### src/rtl/div_unit.sv
// Iterative RV32M divider (DIV, DIVU, REM, REMU).
// Performs one restoring-division step per clock. Results go straight to the
// register-file write port as a (wb_data, wb_rd, wb_en) triple. Divide-by-zero
// and signed overflow finish without iterating.
module div_unit #(
    parameter int XLEN  = 32,
    parameter int CNT_W = 6
) (
    input  logic            clk,
    input  logic            rst,
    input  logic            start,
    input  logic [1:0]      op,
    input  logic [XLEN-1:0] rs1_data,
    input  logic [XLEN-1:0] rs2_data,
    input  logic [4:0]      rd,
    input  logic            flush,
    output logic            busy,
    output logic            done,
    output logic [XLEN-1:0] wb_data,
    output logic [4:0]      wb_rd,
    output logic            wb_en
);

    localparam logic [1:0] ST_IDLE = 2'd0;
    localparam logic [1:0] ST_CALC = 2'd1;
    localparam logic [1:0] ST_DONE = 2'd2;

    // Two's-complement negate when requested; also used for sign correction.
    function automatic logic [XLEN-1:0] applySign(input logic [XLEN-1:0] val, input logic neg);
        return neg ? (~val + XLEN'(1)) : val;
    endfunction

    logic [1:0]       state;
    logic [CNT_W-1:0] count;
    logic [XLEN-1:0]  quoReg;     // dividend bits shift out MSB first, quotient bits shift in
    logic [XLEN-1:0]  remReg;
    logic [XLEN-1:0]  divReg;     // divisor magnitude
    logic             negQ;
    logic             negR;
    logic             selRem;
    logic [4:0]       rdReg;

    logic                    isSigned;
    logic signed [XLEN-1:0]  dividendS;
    logic signed [XLEN-1:0]  divisorS;
    logic                    aNeg;
    logic                    bNeg;
    logic [XLEN-1:0]         aMag;
    logic [XLEN-1:0]         bMag;
    logic                    divZero;
    logic                    overflow;

    logic [XLEN:0]   remShift;
    logic [XLEN-1:0] remDiff;
    logic            geq;
    logic [XLEN-1:0] remNext;
    logic [XLEN-1:0] quoNext;

    // Operand decode for the start cycle: sign flags, magnitudes, special cases.
    always_comb begin
        isSigned  = ~op[0];
        dividendS = signed'(rs1_data);
        divisorS  = signed'(rs2_data);
        aNeg      = isSigned & (dividendS < 0);
        bNeg      = isSigned & (divisorS < 0);
        aMag      = applySign(rs1_data, aNeg);
        bMag      = applySign(rs2_data, bNeg);
        divZero   = (rs2_data == '0);
        overflow  = isSigned && (rs1_data == {1'b1, {(XLEN-1){1'b0}}}) && (rs2_data == '1);
    end

    // One restoring step: shift in the next dividend bit, subtract if it fits.
    // When the subtraction succeeds the true difference is below the divisor,
    // so the low XLEN bits of the difference are exact.
    always_comb begin
        remShift = {remReg, quoReg[XLEN-1]};
        geq      = (remShift >= {1'b0, divReg});
        remDiff  = remShift[XLEN-1:0] - divReg;
        remNext  = geq ? remDiff : remShift[XLEN-1:0];
        quoNext  = {quoReg[XLEN-2:0], geq};
    end

    // Control FSM, iteration datapath and registered write-back outputs.
    always_ff @(posedge clk) begin
        if (rst) begin
            state   <= ST_IDLE;
            count   <= '0;
            quoReg  <= '0;
            remReg  <= '0;
            divReg  <= '0;
            negQ    <= 1'b0;
            negR    <= 1'b0;
            selRem  <= 1'b0;
            rdReg   <= '0;
            wb_data <= '0;
            wb_rd   <= '0;
        end else begin
            case (state)
                ST_IDLE: begin
                    if (start && !flush) begin
                        selRem <= op[1];
                        rdReg  <= rd;
                        negQ   <= aNeg ^ bNeg;
                        negR   <= aNeg;
                        count  <= '0;
                        if (divZero) begin
                            state   <= ST_DONE;
                            quoReg  <= '1;
                            remReg  <= rs1_data;
                            wb_data <= op[1] ? rs1_data : '1;
                            wb_rd   <= rd;
                        end else if (overflow) begin
                            state   <= ST_DONE;
                            quoReg  <= rs1_data;
                            remReg  <= '0;
                            wb_data <= op[1] ? '0 : rs1_data;
                            wb_rd   <= rd;
                        end else begin
                            state  <= ST_CALC;
                            quoReg <= aMag;
                            remReg <= '0;
                            divReg <= bMag;
                        end
                    end
                end
                ST_CALC: begin
                    if (flush) begin
                        state <= ST_IDLE;
                    end else begin
                        quoReg <= quoNext;
                        remReg <= remNext;
                        count  <= count + CNT_W'(1);
                        if (count == CNT_W'(XLEN - 1)) begin
                            state   <= ST_DONE;
                            wb_data <= selRem ? applySign(remNext, negR) : applySign(quoNext, negQ);
                            wb_rd   <= rdReg;
                        end
                    end
                end
                ST_DONE: state <= ST_IDLE;
                default: state <= ST_IDLE;
            endcase
        end
    end

    // Status and write enable; a flush in DONE suppresses the completion.
    always_comb begin
        busy  = (state != ST_IDLE);
        done  = (state == ST_DONE) && !flush;
        wb_en = done && (wb_rd != 5'd0);
    end

endmodule

### config.mk
export PLATFORM = sky130hd
export DESIGN_NAME = div_unit
export DESIGN_NICKNAME = d
export VERILOG_FILES = /design/src/rtl/div_unit.sv
export SDC_FILE = /design/constraint.sdc
export NUM_CORES = 1
export LEC_CHECK = 0
export ABC_AREA = 1
export CORE_UTILIZATION = 60
export DETAILED_ROUTE_END_ITERATION = 10
export PLACE_DENSITY_LB_ADDON = 0.3
export RECOVER_POWER = 50
export SETUP_SLACK_MARGIN = 0.05
export SYNTH_ARGS = -nofsm -noshare
export SYNTH_HDL_FRONTEND = slang
export SYNTH_SLANG_ARGS = --single-unit
### constraint.sdc
create_clock -name clk -period 8.6 [get_ports clk]
set_clock_uncertainty 0.05 [all_clocks]
set_input_delay 1.72 -clock clk [delete_from_list [all_inputs] [get_ports clk]]
set_output_delay 1.72 -clock clk [all_outputs]
set_load 0.01 [all_outputs]
# == Word level (Yosys, flattened, before mapping) ==
# Cells that the tools add are included.
# Widths: inputs -> output; s select.
# word_totals
wordCells,94
out_inout_bits,40
register_bits,149
# classes
addsub,6
magnitude_cmp,3
bitwise,10
eq_ne,10
n_mux,38
reduce_logical,16
# op_table
cell,count
$mux 32,20
$pmux 32 s2,3
$add 32x1->32 const B,4
$not 32->32,4
$eq 32x32->1 const B,2
$lt 32x1->1 const B,2
$ge 33x32->1,1
$logic_not 32->1,1
$sub 32x32->32,1
$mux 5,5
$mux 6,2
$pmux 6 s2,1
$mux 2,5
$pmux 5 s2,1
$add 6x1->6 const B,1
$eq 6x5->1 const B,1
$ne 2x2->1 const B,3
$ne 3x3->1 const B,2
$logic_and 1x1->1,5
$reduce_and 5->1,1
$reduce_bool 5->1,1
$pmux 2 s2,1
$reduce_and 2->1,2
$reduce_and 4->1,1
other kinds (9),13

# == Depth between registers and ports, before layout ==
# depth
depth_word,9
depth_mapped,30
ltp_nobuf,29

# == Worst setup path before layout ==
# No wires, ideal clock.
# synth_path
path_kind,input to output
from,input flush
to,output wb_en
cell_stages,3
arrival_time_ps,2133
n_path_buf,0
path_slack_ps,4697
t_required_ps,6830
cell_sequence,nor2_1 > o41ai_1 > inv_1
# synth_via
elab_chain_cells,3
# synth_lines
element,line,text
start: declaration,16,"input logic flush,"
$logic_not 1->1,149,done = (state == ST_DONE) && !flush;
$logic_and 1x1->1,149,
$logic_and 1x1->1,150,wb_en = done && (wb_rd != 5'd0);
end: declaration,21,output logic wb_en
# No other way between the ends.

# == Worst setup path after layout ==
# layout_path
from,input rs2_data[0]
to,register wb_data[22]
# layout_via
elab_chain_cells,4
# layout_lines
element,line,text
start: declaration,14,"input logic [XLEN-1:0] rs2_data,"
$eq 32x32->1 or $logic_not 32->1 (tied branches),"69, 68",
$logic_and 1x1->1 or $mux 32 (tied branches),"69, 106",
$ne 3x3->1 (no line) or $mux 32 (tied branches),n/a,
$reduce_and 5->1 (no line) or $pmux 32 s2 (tied branches),n/a,
end signal: assignment,110,wb_data <= op[1] ? rs1_data : '1;
end signal: assignment,116,wb_data <= op[1] ? '0 : rs1_data;
end signal: assignment,135,"wb_data <= selRem ? applySign(remNext, negR) : applySign(quoNext, negQ);"
end: declaration,19,"output logic [XLEN-1:0] wb_data,"
# Several ways; a longest one is shown, not always the timed one. The select of a mux whose other input is x is not followed.
# A chain may end at the register's enable or synchronous reset.

==> flow_summary.toml <==
[status]
status = "finished with violations"
failing_checks = "capacitance limit, slew limit"

[layout]
area.sequential_mm2 = 0.00298
fillers = 2016
final_core_utilization = 0.688
layout-area-overhead-vs-synth_pct = 12.4
antennaDiodeCount = 0
multiInputGateArea_mm2 = 0.00884
drive_above_1_share = 0.0706
number_of_nets_at_the_end_of_the_flow = 2439

[clock_tree]
post_cts.repair.setup_buffers = 0
ctsRootBufferMaster = "sky130_fd_sc_hd__clkbuf_16"
cts_made_buffers = 17
cts_buffer_depth = 2
cts-hold-fix-buffers = 0
cts_max_level = 4
tritoncts_sink_count = 149
cts_tree = "done"
clk_pin_slew_ns = 0.07
post_cts_sizing_count = 0
insertion_delay_ns = 0.44

[synthesis]
yosys.cell_types.count = 55
synth_most_common_cell = "sky130_fd_sc_hd__nand2_1"
synthesis.area_per_instance_um2 = 5.87
netlist.top_cell.by_area = "sky130_fd_sc_hd__dfxtp_1"
syn-num-nets = 2396
ys_dominant_reg_cell = "sky130_fd_sc_hd__dfxtp_1"
syn-instance-count = 2281
synth_enable_flop_cells = 0
ys_seq_area_frac = 0.223
synth.top_cells.by_count = "sky130_fd_sc_hd__nand2_1 (538), sky130_fd_sc_hd__inv_1 (268), sky130_fd_sc_hd__nor2_1 (235), sky130_fd_sc_hd__a21oi_1 (224), sky130_fd_sc_hd__o21ai_0 (204)"
number_of_synthesized_register_bits = 149
post-synth-top-area-fraction = 0.223
yosys-top-cells-area = "sky130_fd_sc_hd__dfxtp_1 (22%), sky130_fd_sc_hd__nand2_1 (15%), sky130_fd_sc_hd__a21oi_1 (8.4%)"
synthesis.yosys.warnings = 0
ys_async_sr_fraction = 0
synthesis.area_mm2 = 0.0134

[place]
portBuffers = 114
place.detailed.hpwl_um = 36200
detailedPlace.worstSlack_ns = 2.78
place_congestion = 1.04

[timing]
min_period_ns = 6.82
setup_repair_after_global_routing_missed_its_margin = "no"
worst_slew_pin_slew_ns = 3.73
setup-tns-final_ns = 0
final_hold_viol_count = 0
max_slew_margin_vs_limit = -1.49
timing.final.setup_violations = 0
timing_max_transition_violations_final = 284
layout_setup_ws_ns = 1.78
final.period_utilization = 0.793
maxClockFrequency_mhz = 147

[floorplan]
coreArea_mm2 = 0.0219
chipHeight_um = 151
design.portCount = 115
width_of_the_die_um = 151
dieArea_mm2 = 0.0229
initial_utilization = 0.612
std_cell_rows = 54

[detailed_routing]
post-route-drc-count = 0
routed_wl_um = 47400
initialDrtViolationCount = 2245
vias = 15900
drt.antenna.violating_nets = 0
wire_length_per_cell_after_detailed_routing_um = 18.1
vias_per_cell = 6.09
drt_pass1_iterations = 6

[pwr]
power.ir.vdd_worst_uv = 150
power_density_mw_per_mm2 = 182
static_leakage_nw = 6.83

[worst_hold_path]
hp-class = "register to register"

[setup_path]
path_max_fanout = 42
crit_arrival_ns = 7.12
critical_path_start_type = "input pin"
criticalPathCategory = "input pin to register"
critPathRequiredTime_ns = 8.90
timing.critical_path.to_type = "register"

[grt]
grt_remaining_overflow = 0
grt_pass1_wl_um = 73600
first_global_vias = 14200
largest_net_degree_at_the_start_of_global_routing = 100
antenna_found_initial = 1
overall_global_routing_usage = 0.419

[run]
drv_cap = 5
critical path: stages:
cell and delay, ns:
sky130_fd_sc_hd__clkdlybuf4s50_1 0.44, sky130_fd_sc_hd__inv_1 0.10, sky130_fd_sc_hd__ha_1 0.16, sky130_fd_sc_hd__inv_1 0.06, sky130_fd_sc_hd__nor3_2 0.13, sky130_fd_sc_hd__nand2_1 0.11, sky130_fd_sc_hd__nor3_1 0.32, sky130_fd_sc_hd__nand2_2 0.13
sky130_fd_sc_hd__nor2_4 0.16, sky130_fd_sc_hd__inv_2 0.05, sky130_fd_sc_hd__nor4_1 0.38, sky130_fd_sc_hd__nand3_1 0.15, sky130_fd_sc_hd__clkbuf_1 0.62, sky130_fd_sc_hd__inv_1 0.75, sky130_fd_sc_hd__nor3_1 0.16, sky130_fd_sc_hd__inv_1 0.10
sky130_fd_sc_hd__nand2_2 0.39, sky130_fd_sc_hd__inv_2 0.64, sky130_fd_sc_hd__o21ai_0 0.21, sky130_fd_sc_hd__a21oi_1 0.31
power by group:
| part | internal (mW) | switching, mW | total, mW |
|---|---|---|---|
| Sequential | 0.731 | 0.0388 | 0.769 |
| Combinational | 0.373 | 0.842 | 1.22 |
| Clock | 0.416 | 0.343 | 0.759 |
path summary, 6_finish.rpt:
| check | endpoint | cells past startpoint | slack, ns | start |
|---|---|---|---|---|
| worst min register to register | wb_data[1]$_SDFFE_PP0P_ | 2 | 0.42 | wb_data[1]$_SDFFE_PP0P_ |
| worst min-delay path | wb_data[1]$_SDFFE_PP0P_ | 2 | 0.42 | wb_data[1]$_SDFFE_PP0P_ |
| worst max register to register | wb_data[30]$_SDFFE_PP0P_ | 25 | 3.39 | divReg[3]$_SDFFE_PP0P_ |
| worst max-delay path | wb_data[22]$_SDFFE_PP0P_ | 20 | 1.78 | rs2_data[0] |
sequential cells by signal, summed over array words and instances (netlist names):
register,flops
count,6
divReg,32
negQ,1
negR,1
quoReg,32
rdReg,5
remReg,32
selRem,1
state,2
wb_data,32
wb_rd,5
per-layer routing:
layer / GRT usage / part of all wire / up-vias
li1: - / - / 7605
met1: 0.547 / 0.41 / 7205
met2: 0.652 / 0.43 / 957
met3: 0.102 / 0.12 / 163
met4: 0.180 / 0.042 / 0
met5: 0 / 0 / -
placed cells by master, fill, tap and decap left out, drive strengths merged, types with 10 or more instances in the layout:
cell type and count:
nand2 583, inv 294, nor2 262, a21oi 229, o21ai 225, dfxtp 149, nand3 143, clkdlybuf4s50 73
nor3 54, dlygate4sd3 40, ha 39, o211ai 32, o22ai 30, nand4 26, clkbuf 23, xor2 22
xnor2 22, a31oi 18, nor4 10
kinds of logic after synthesis:
kind of cell | synth area share
XOR/XNOR | 0.0288
buffers and inverters | 0.117
AND/OR/NAND/NOR | 0.364
AO/OA/AOI/OAI | 0.230
adder cells (fa/ha/maj) | 0.0379
flip-flops | 0.223
metrics by stage:
stage | area (um^2) | std cells | total power [mW] | hold WS [ns]
after floorplan | 13400 | 2281 | 1.67 | 0.380
after global placement | 14500 | 2585 | 1.93 | 0.402
after detailed placement | 14500 | 2585 | 1.96 | 0.411
after CTS | 15100 | 2617 | 2.71 | 0.421
after global routing | 15100 | 2617 | 2.90 | 0.445
final | 15100 | 2617 | 2.74 | 0.419
area by class of cell:
cell class	instances	area share
clock buffers	19	0.0294
clock inverters	13	0.00923
inverters	289	0.0721
multi-input cells	1741	0.587
flip-flops and latches	149	0.198
well taps	280	0.0233
repair buffers	126	0.0806
(Power assumes the default switching activity.)
